<file path="src/rtl/clk_ratio_detector.sv">
// Measures period and high time of a slow periodic sig_in in clk_in cycles, with lock and overflow flags.
// Define CLK_RATIO_SYNC_EN to pass an asynchronous sig_in through a 2-flop synchronizer first.
module clk_ratio_detector #(
   parameter int CNT_W    = 16,
   parameter int LOCK_CNT = 3
) (
   input  logic             clk_in,
   input  logic             rst,
   input  logic             sig_in,
   output logic [CNT_W-1:0] period,
   output logic [CNT_W-1:0] high_time,
   output logic             meas_valid,
   output logic             is_odd,
   output logic             locked,
   output logic             ovf
);
   typedef enum logic [1:0] {IDLE, HIGH, LOW} state_t;

   localparam logic [3:0]       LOCK_V = 4'(LOCK_CNT);
   localparam logic [CNT_W-1:0] ONE    = CNT_W'(1);

   logic s_in;
`ifdef CLK_RATIO_SYNC_EN
   logic [1:0] sync_q;
   always_ff @(posedge clk_in) begin
      if (rst) sync_q <= 2'b00;
      else     sync_q <= {sync_q[0], sig_in};
   end
   assign s_in = sync_q[1];
`else
   assign s_in = sig_in;
`endif

   logic             s_q, sd_q;
   state_t           state_q, state_d;
   logic [CNT_W-1:0] cnt_p_q, cnt_p_d, cnt_h_q, cnt_h_d, h_lat_q, h_lat_d;
   logic [CNT_W-1:0] period_q, period_d, high_q, high_d;
   logic             mv_q, mv_d, odd_q, odd_d, locked_q, locked_d, ovf_q, ovf_d;
   logic [3:0]       match_q, match_d;
   logic             rise, fall, sat;

   assign rise = s_q & ~sd_q;
   assign fall = ~s_q & sd_q;
   assign sat  = (cnt_p_q == '1);

   always_comb begin
      state_d  = state_q;
      cnt_p_d  = cnt_p_q;
      cnt_h_d  = cnt_h_q;
      h_lat_d  = h_lat_q;
      period_d = period_q;
      high_d   = high_q;
      odd_d    = odd_q;
      mv_d     = 1'b0;
      match_d  = match_q;
      locked_d = locked_q;
      ovf_d    = ovf_q;
      case (state_q)
         IDLE: begin
            cnt_p_d = '0;
            cnt_h_d = '0;
            if (rise) begin
               state_d = HIGH;
               cnt_p_d = ONE;
               cnt_h_d = ONE;
            end
         end
         HIGH, LOW: begin
            // A rise landing on the saturation cycle still yields a valid period.
            if (rise && state_q == LOW) begin
               period_d = cnt_p_q;
               high_d   = h_lat_q;
               odd_d    = cnt_p_q[0];
               mv_d     = 1'b1;
               if ({cnt_p_q, h_lat_q} == {period_q, high_q})
                  match_d = (match_q >= LOCK_V) ? LOCK_V : match_q + 4'd1;
               else
                  match_d = 4'd0;
               locked_d = (match_d >= LOCK_V);
               cnt_p_d  = ONE;
               cnt_h_d  = ONE;
               state_d  = HIGH;
            end else if (sat) begin
               ovf_d    = 1'b1;
               match_d  = 4'd0;
               locked_d = 1'b0;
               cnt_p_d  = '0;
               cnt_h_d  = '0;
               state_d  = IDLE;
            end else begin
               cnt_p_d = cnt_p_q + ONE;
               if (state_q == HIGH) begin
                  cnt_h_d = cnt_h_q + ONE;
                  if (fall) begin
                     h_lat_d = cnt_h_q;
                     state_d = LOW;
                  end
               end
            end
         end
         default: state_d = IDLE;
      endcase
   end

   always_ff @(posedge clk_in) begin
      if (rst) begin
         s_q      <= 1'b0;
         sd_q     <= 1'b0;
         state_q  <= IDLE;
         cnt_p_q  <= '0;
         cnt_h_q  <= '0;
         h_lat_q  <= '0;
         period_q <= '0;
         high_q   <= '0;
         mv_q     <= 1'b0;
         odd_q    <= 1'b0;
         locked_q <= 1'b0;
         ovf_q    <= 1'b0;
         match_q  <= 4'd0;
      end else begin
         s_q      <= s_in;
         sd_q     <= s_q;
         state_q  <= state_d;
         cnt_p_q  <= cnt_p_d;
         cnt_h_q  <= cnt_h_d;
         h_lat_q  <= h_lat_d;
         period_q <= period_d;
         high_q   <= high_d;
         mv_q     <= mv_d;
         odd_q    <= odd_d;
         locked_q <= locked_d;
         ovf_q    <= ovf_d;
         match_q  <= match_d;
      end
   end

   assign period     = period_q;
   assign high_time  = high_q;
   assign meas_valid = mv_q;
   assign is_odd     = odd_q;
   assign locked     = locked_q;
   assign ovf        = ovf_q;
endmodule

</file>
<file path="config.mk">
export PLATFORM = sky130hd
export DESIGN_NAME = clk_ratio_detector
export DESIGN_NICKNAME = d
export VERILOG_FILES = /design/src/rtl/clk_ratio_detector.sv
export SDC_FILE = /design/constraint.sdc
export NUM_CORES = 1
export LEC_CHECK = 0
export BUFFER_PORTS_ARGS = -buffer_cell sky130_fd_sc_hd__buf_4
export CORE_ASPECT_RATIO = 0.7
export CORE_MARGIN = 10
export CORE_UTILIZATION = 35
export CTS_BUF_LIST = sky130_fd_sc_hd__clkbuf_4
export CTS_CLUSTER_DIAMETER = 120
export CTS_CLUSTER_SIZE = 20
export DETAILED_ROUTE_END_ITERATION = 8
export HOLD_SLACK_MARGIN = 0.02
export PLACE_DENSITY_LB_ADDON = 0.12
export SYNTH_ARGS = -nofsm -noshare
export SYNTH_HDL_FRONTEND = slang
export SYNTH_SLANG_ARGS = --single-unit
</file>
<file path="constraint.sdc">
create_clock -name clk_in -period 5.5 [get_ports clk_in]
set_input_delay 1.1 -clock clk_in [delete_from_list [all_inputs] [get_ports clk_in]]
set_output_delay 1.1 -clock clk_in [all_outputs]
set_load 0.02 [all_outputs]
</file>
==> reports/qor_table.md, run 1 <==
| Result | Reported |
|:---|:---|
| Synth unique cells | 41 |
| Max-slew violation count | 0 |
| Fraction of final layout cells sized beyond drive strength 1 | 0.114 |
| Number of global-route vias before repair | 3,332 |
| Number of synthesized register bits | 91 |
| Delay of the slowest cell on the worst path | 0.87 ns |
| CTS Hold Bufs | 0 |
| Cell with the most instances on the worst path | sky130_fd_sc_hd__nand4_1 |
| Number of cells upsized or downsized after cts | 0 |
| Number of ports placed on the die boundary | 39 |
| Power per Cell Area | 265 mW/mm^2 |
| Largest fanout on the critical path | 19 |
| Starting Density | 0.357 |
| Max transition margin | 0.478 |
| TritonRoute pass-1 iters | 4 |
| Count of flip-flops with a built-in enable after synthesis | 0 |
| Arrival time of data at the critical path endpoint | 3.15 ns |
| Total length of routed wires | 11.0 mm |
| Crit path buffers/inverters | 0 |
| Required time reported for the critical path endpoint | 5.86 ns |
| Vias | 3,462 |
| Cell area after synthesis | 0.00418 mm^2 |
| Total global-route track usage | 0.133 |
| CP delay by family, top | simple AND/OR/NAND/NOR gates |
| Outcome | finished clean |
| Root buffer cell | sky130_fd_sc_hd__clkbuf_4 |
| Port-buffer cells | 38 |
| Avg WL per Cell | 15.9 um |
| Register area share after synthesis | 0.436 |
| Post-layout min period | 2.79 ns |
| Max Clock Freq | 0.358 GHz |
| # setup viols final | 0 |
| TritonCTS clock tree | done |
| Antenna Nets Post-Route | 0 |
| Post-CTS repair timing setup buffer count | 0 |
| Number of filler cells placed in the layout | 1,175 |
| Global-route wire length before repair | 17.9 mm |
| CP Class | register to register |
| Number of antenna violations at the first check in global routing | 0 |
| Number of buffers added by the clock tree synthesis step | 9 |
| Die outline width | 151 um |
| Master of the slowest instance on the critical path | sky130_fd_sc_hd__or4_1 |
| Peak supply drop | 0.118 mV |
| Worst Slack Setup Final | 2.71 ns |
| Number of standard-cell rows in the floorplan | 33 |
| Post-route setup TNS | 0 ns |
| Worst min-delay path class | register to register |
| CTS sink cnt | 91 |
| Multi-input gate area | 0.00217 mm^2 |
| FFs w/ async S/R, synth | 0 |
| Final RePlAce weighted congestion | 0.825 |
| Setup repair after global routing missed its margin | no |
| Core area | 0.0117 mm^2 |
| Number of violations reported at the end of detailed-routing iteration 0 | 211 |
| Final hold violation count | 0 |
| Measured slew at the worst slew-check pin | 0.782 ns |
| Total cell area at the placement stage | 0.00453 mm^2 |
| Placement-stage worst setup slack | 2.74 ns |
| Clock latency of the later-clocked register in the worst-skew pair | 0.44 ns |
| Most frequent standard cell in the layout excluding fill and tap cells | sky130_fd_sc_hd__nand2_1 |
| Signed area change from the synthesized netlist to the final layout | 11.1% |
| DRC violations left | 0 |
| HPWL after DPL | 7.90 mm |
| Final Instance Area | 0.00464 mm^2 |
| Layout Nets | 540 |
| Largest net degree at the start of global routing | 70 |
| GRT overflow | 0 |
| Level count of the clock H-tree | 3 |
| Leakage component of the power | 1.62 nW |
| Area occupied by registers | 0.00182 mm^2 |
| Commonest non-fill, non-tap cells in the layout | sky130_fd_sc_hd__nand2_1, sky130_fd_sc_hd__dfxtp_1, sky130_fd_sc_hd__a21oi_1 |
| Final core area utilization | 0.397 |
| Maximum clock path buffer count | 2 |
| Die area | 0.0168 mm^2 |
| Clock transition time at the flip-flop clock pins of the worst setup and hold paths | 0.14 ns |
| Overall power after layout | 1.23 mW |
| Ordered list of cells on the worst path | ha_1 -> nand4_1 -> or4_1 -> nand4_1 -> nand2_1 -> a21oi_1 |
| Synth Instances | 513 |
| Endpoint type of the worst setup path | register |
| Syn Nets | 523 |
| Vert. Die Dim | 111 um |
| Number of antenna repair diodes | 0 |
| Yosys synthesis warning count | 0 |
| Average cell area after synthesis | 8.14 um^2 |
| Critical Path Start Type | register |
| Most instantiated flip-flop cell in the synthesis netlist | sky130_fd_sc_hd__dfxtp_1 |
| Fin Clk Skew | 0.0199 ns |
| Post-DR vias/cell | 5.00 |
| Max-Cap Viols | 0 |
| Final cycle utilization of the critical path | 0.507 |
==> where the power goes <==
group          internal [mW]  leakage [nW]  switching [mW]
clock network          0.105        0.0662           0.217
logic                 0.0695         0.817           0.147
registers              0.674         0.734          0.0202
==> worst paths after layout <==
check	from	to	slack, ns	depth (start not counted)
max	cnt_p_q[1]$_SDFFE_PP0P_	h_lat_q[7]$_SDFFE_PP0P_	2.71	6
max reg2reg	cnt_p_q[1]$_SDFFE_PP0P_	h_lat_q[7]$_SDFFE_PP0P_	2.71	6
min reg2reg	cnt_h_q[15]$_SDFFE_PP0P_	h_lat_q[15]$_SDFFE_PP0P_	0.48	2
min	cnt_h_q[15]$_SDFFE_PP0P_	h_lat_q[15]$_SDFFE_PP0P_	0.48	2
==> worst reg2reg max path, cell delays in order (launching register included) <==
cell                      delay, ns
sky130_fd_sc_hd__dfxtp_1       0.48
sky130_fd_sc_hd__ha_1          0.23
sky130_fd_sc_hd__nand4_1       0.16
sky130_fd_sc_hd__or4_1         0.87
sky130_fd_sc_hd__nand4_1       0.69
sky130_fd_sc_hd__nand2_1       0.13
sky130_fd_sc_hd__a21oi_1       0.15
==> registers in the layout, summed over array words and instances, names as in the netlist <==
signal      count
state_q         2
match_q         4
h_lat_q        16
meas_valid      1
sd_q            1
high_time      16
locked          1
cnt_p_q        16
cnt_h_q        16
s_q             1
period         16
ovf             1
==> cell usage after synthesis (3+ instances only) <==
library cell | instances | area, um^2
sky130_fd_sc_hd__inv_1 | 11 | 41.3
sky130_fd_sc_hd__nand3_1 | 14 | 70.1
sky130_fd_sc_hd__nand4_1 | 15 | 93.8
sky130_fd_sc_hd__or3_1 | 4 | 25.0
sky130_fd_sc_hd__buf_2 | 10 | 50.1
sky130_fd_sc_hd__nand2b_1 | 5 | 31.3
sky130_fd_sc_hd__a31oi_1 | 6 | 37.5
sky130_fd_sc_hd__o21ai_0 | 7 | 35.0
sky130_fd_sc_hd__dfxtp_1 | 91 | 1820
sky130_fd_sc_hd__nand2_1 | 114 | 428
sky130_fd_sc_hd__xor2_1 | 21 | 184
sky130_fd_sc_hd__nor2b_1 | 5 | 31.3
sky130_fd_sc_hd__ha_1 | 7 | 87.6
sky130_fd_sc_hd__nor4_1 | 7 | 43.8
sky130_fd_sc_hd__a2111oi_2 | 3 | 45.0
sky130_fd_sc_hd__clkbuf_1 | 22 | 82.6
sky130_fd_sc_hd__and4_1 | 5 | 43.8
sky130_fd_sc_hd__and2_1 | 4 | 25.0
sky130_fd_sc_hd__a211oi_1 | 7 | 52.6
sky130_fd_sc_hd__xnor2_1 | 31 | 272
sky130_fd_sc_hd__a21oi_1 | 65 | 325
sky130_fd_sc_hd__and3_1 | 8 | 50.1
sky130_fd_sc_hd__nor2_1 | 30 | 113
==> area by class of cell <==
type	instances	share of cell area
multi-input cells	377	0.468
inverters	11	0.00890
flip-flops and latches	91	0.393
repair buffers	40	0.0647
clock inverters	4	0.00378
well taps	157	0.0423
clock buffers	12	0.0194
==> cell families (layout without fill, tap and decap cells) <==
group / Yosys count / in the layout / synth area share
AOI/OAI and AO/OA: 97 / 97 / 0.139
DFF: 91 / 91 / 0.436
xor gates and xnor gates: 52 / 52 / 0.109
and+or+nand+nor: 221 / 221 / 0.250
adders and majority gates: 7 / 7 / 0.0210
buffers and inverters: 45 / 67 / 0.0443
==> layer usage <==
metal	GRT usage	share of wire	up-vias
li1	-	-	1786
met1	0.189	0.51	1593
met2	0.187	0.41	76
met3	0.0433	0.070	7
met4	0.0342	0.0088	0
met5	0	0	-
==> through the flow <==
step	hold WS, ns	std cells
final	0.477	692
after global routing	0.500	692
after CTS	0.480	692
after detailed placement	0.457	676
after global placement	0.441	676
after floorplan	0.429	513
Note: power is estimated with default switching activity, not from simulation.
==> run 2: changes to the inputs <==
==> constraint.sdc (replaced) <==
create_clock -name clk_in -period 2.8 [get_ports clk_in]
set_input_delay 0.56 -clock clk_in [delete_from_list [all_inputs] [get_ports clk_in]]
set_output_delay 0.56 -clock clk_in [all_outputs]
set_load 0.02 [all_outputs]
==> reports/qor_table.md, run 2 (synthesized netlist as in run 1, its figures left out) <==
| Result | Reported |
|:---|:---|
| Final non-filler cell total | 704 |
| Die outline width | 151 um |
| GRT overflow | 0 |
| Number of cells upsized or downsized after cts | 0 |
| Core area | 0.0117 mm^2 |
| Fin Clk Skew | 0.0134 ns |
| Measured slew at the worst slew-check pin | 0.602 ns |
| Post-CTS repair timing setup buffer count | 0 |
| Post-route setup TNS | 0 ns |
| Final hold violation count | 0 |
| TritonCTS clock tree | done |
| Most frequent standard cell in the layout excluding fill and tap cells | sky130_fd_sc_hd__nand2_1 |
| Worst min-delay path class | input pin to register |
| Largest net degree at the start of global routing | 40 |
| Number of ports placed on the die boundary | 39 |
| Master of the slowest instance on the critical path | sky130_fd_sc_hd__or4_1 |
| Ordered list of cells on the worst path | ha_1 -> nand4_1 -> or4_1 -> buf_4 -> and3_1 -> o21bai_4 -> nor2_1 |
| Die area | 0.0168 mm^2 |
| Max-slew violation count | 0 |
| Reg2Reg Depth | 7 |
| Required time reported for the critical path endpoint | 3.14 ns |
| Largest fanout on the critical path | 19 |
| Post-DR vias/cell | 5.08 |
| Cell depth of the worst setup path | 7 |
| Worst flop-to-flop path endpoint | cnt_p_q[15]$_SDFFE_PP0P_ |
| Root buffer cell | sky130_fd_sc_hd__clkbuf_4 |
| Instance count after placement with tap cells included | 689 |
| Number of standard-cell rows in the floorplan | 33 |
| Count of cells along the worst hold path | 2 |
| Min-delay src | sig_in |
| Fraction of final layout cells sized beyond drive strength 1 | 0.137 |
| Signed area change from the synthesized netlist to the final layout | 14.0% |
| Number of antenna repair diodes | 0 |
| Delay of the slowest cell on the worst path | 0.53 ns |
| Critical Path Start Type | register |
| Vert. Die Dim | 111 um |
| Clock latency of the later-clocked register in the worst-skew pair | 0.45 ns |
| Outcome | finished clean |
| Reg-to-reg startpoint | cnt_p_q[0]$_SDFFE_PP0P_ |
| Post-layout min period | 2.42 ns |
| Number of antenna violations at the first check in global routing | 0 |
| Arrival time of data at the critical path endpoint | 2.75 ns |
| DRC violations left | 0 |
| Commonest non-fill, non-tap cells in the layout | sky130_fd_sc_hd__nand2_1, sky130_fd_sc_hd__dfxtp_1, sky130_fd_sc_hd__a21oi_1 |
| Number of buffers added by the clock tree synthesis step | 9 |
| Peak supply drop | 0.237 mV |
| Total global-route track usage | 0.136 |
| CP Class | register to register |
| Starting Density | 0.357 |
| Max Clock Freq | 0.414 GHz |
| Worst Hold Path EP | s_q$_SDFF_PP0_ |
| Max-Cap Viols | 0 |
| Final cycle utilization of the critical path | 0.864 |
| CTS sink cnt | 91 |
| HPWL after DPL | 8.15 mm |
| Number of violations reported at the end of detailed-routing iteration 0 | 239 |
| Layout Nets | 553 |
| Vias | 3,575 |
| Antenna Nets Post-Route | 0 |
| Number of global-route vias before repair | 3,368 |
| Max transition margin | 0.598 |
| Power per Cell Area | 530 mW/mm^2 |
| Final RePlAce weighted congestion | 0.834 |
| CP delay by family, top | simple AND/OR/NAND/NOR gates |
| Worst reg-to-reg setup slack | 0.38 ns |
| # setup viols final | 0 |
| Global-route wire length before repair | 18.5 mm |
| Crit path buffers/inverters | 1 |
| Port-buffer cells | 38 |
| Total length of routed wires | 11.4 mm |
| Maximum clock path buffer count | 2 |
| Setup repair after global routing missed its margin | no |
| Avg WL per Cell | 16.1 um |
| TritonRoute pass-1 iters | 4 |
| CTS Hold Bufs | 0 |
| Leakage component of the power | 1.70 nW |
| Endpoint type of the worst setup path | register |
| Level count of the clock H-tree | 3 |
| Clock transition time at the flip-flop clock pins of the worst setup and hold paths | 0.14 ns |
[run 2: area by class of cell]
| class | instances | area (um^2) |
|---|---|---|
| timing repair buffer | 53 | 398 |
| clock inverter | 3 | 40.0 |
| clock buffer | 12 | 90.1 |
| fill | 1210 | 6930 |
| tap | 157 | 196 |
| inverter | 11 | 41.3 |
| multi-input combinational | 377 | 2170 |
| sequential | 91 | 1820 |
[run 2: power breakdown]
part | internal [mW] | total (mW) | switching (mW) | leakage (nW)
clock network | 0.296 | 0.732 | 0.436 | 0.0772
logic | 0.138 | 0.428 | 0.290 | 0.885
registers | 1.32 | 1.36 | 0.0394 | 0.734
total | 1.76 | 2.52 | 0.765 | 1.70
[run 2: per-layer routing]
| metal | wire (um) | vias up | GRT usage |
|---|---|---|---|
| li1 | - | 1801 | - |
| met1 | 5890 | 1707 | 0.199 |
| met5 | 0 | - | 0 |
| met3 | 640 | 11 | 0.0405 |
| met4 | 103 | 0 | 0.0317 |
| met2 | 4730 | 56 | 0.189 |
[run 2: metrics by stage]
stage | instance area, um^2 | util | power [mW] | hold WS (ns) | setup WS, ns
final | 4760 | 0.407 | 2.52 | 0.326 | 0.382
after floorplan | 4180 | - | 1.71 | 0.429 | 0.704
after CTS | 4760 | 0.407 | 2.55 | 0.310 | 0.370
after detailed placement | 4630 | 0.396 | 1.81 | 0.455 | 0.418
after global routing | 4760 | 0.407 | 2.66 | 0.336 | 0.229
after global placement | 4630 | 0.396 | 1.81 | 0.442 | 0.506
[run 2: worst max-delay path by stage]
stage | slack [ns] | from | end
floorplan | 0.70 | cnt_p_q[1]$_SDFFE_PP0P_ | h_lat_q[5]$_SDFFE_PP0P_
global placement | 0.51 | cnt_p_q[0]$_SDFFE_PP0P_ | cnt_p_q[4]$_SDFFE_PP0P_
detailed placement | 0.42 | cnt_p_q[0]$_SDFFE_PP0P_ | cnt_p_q[12]$_SDFFE_PP0P_
CTS | 0.37 | cnt_p_q[0]$_SDFFE_PP0P_ | cnt_p_q[15]$_SDFFE_PP0P_
global route | 0.23 | cnt_p_q[0]$_SDFFE_PP0P_ | cnt_p_q[2]$_SDFFE_PP0P_
finish | 0.38 | cnt_p_q[0]$_SDFFE_PP0P_ | cnt_p_q[15]$_SDFFE_PP0P_
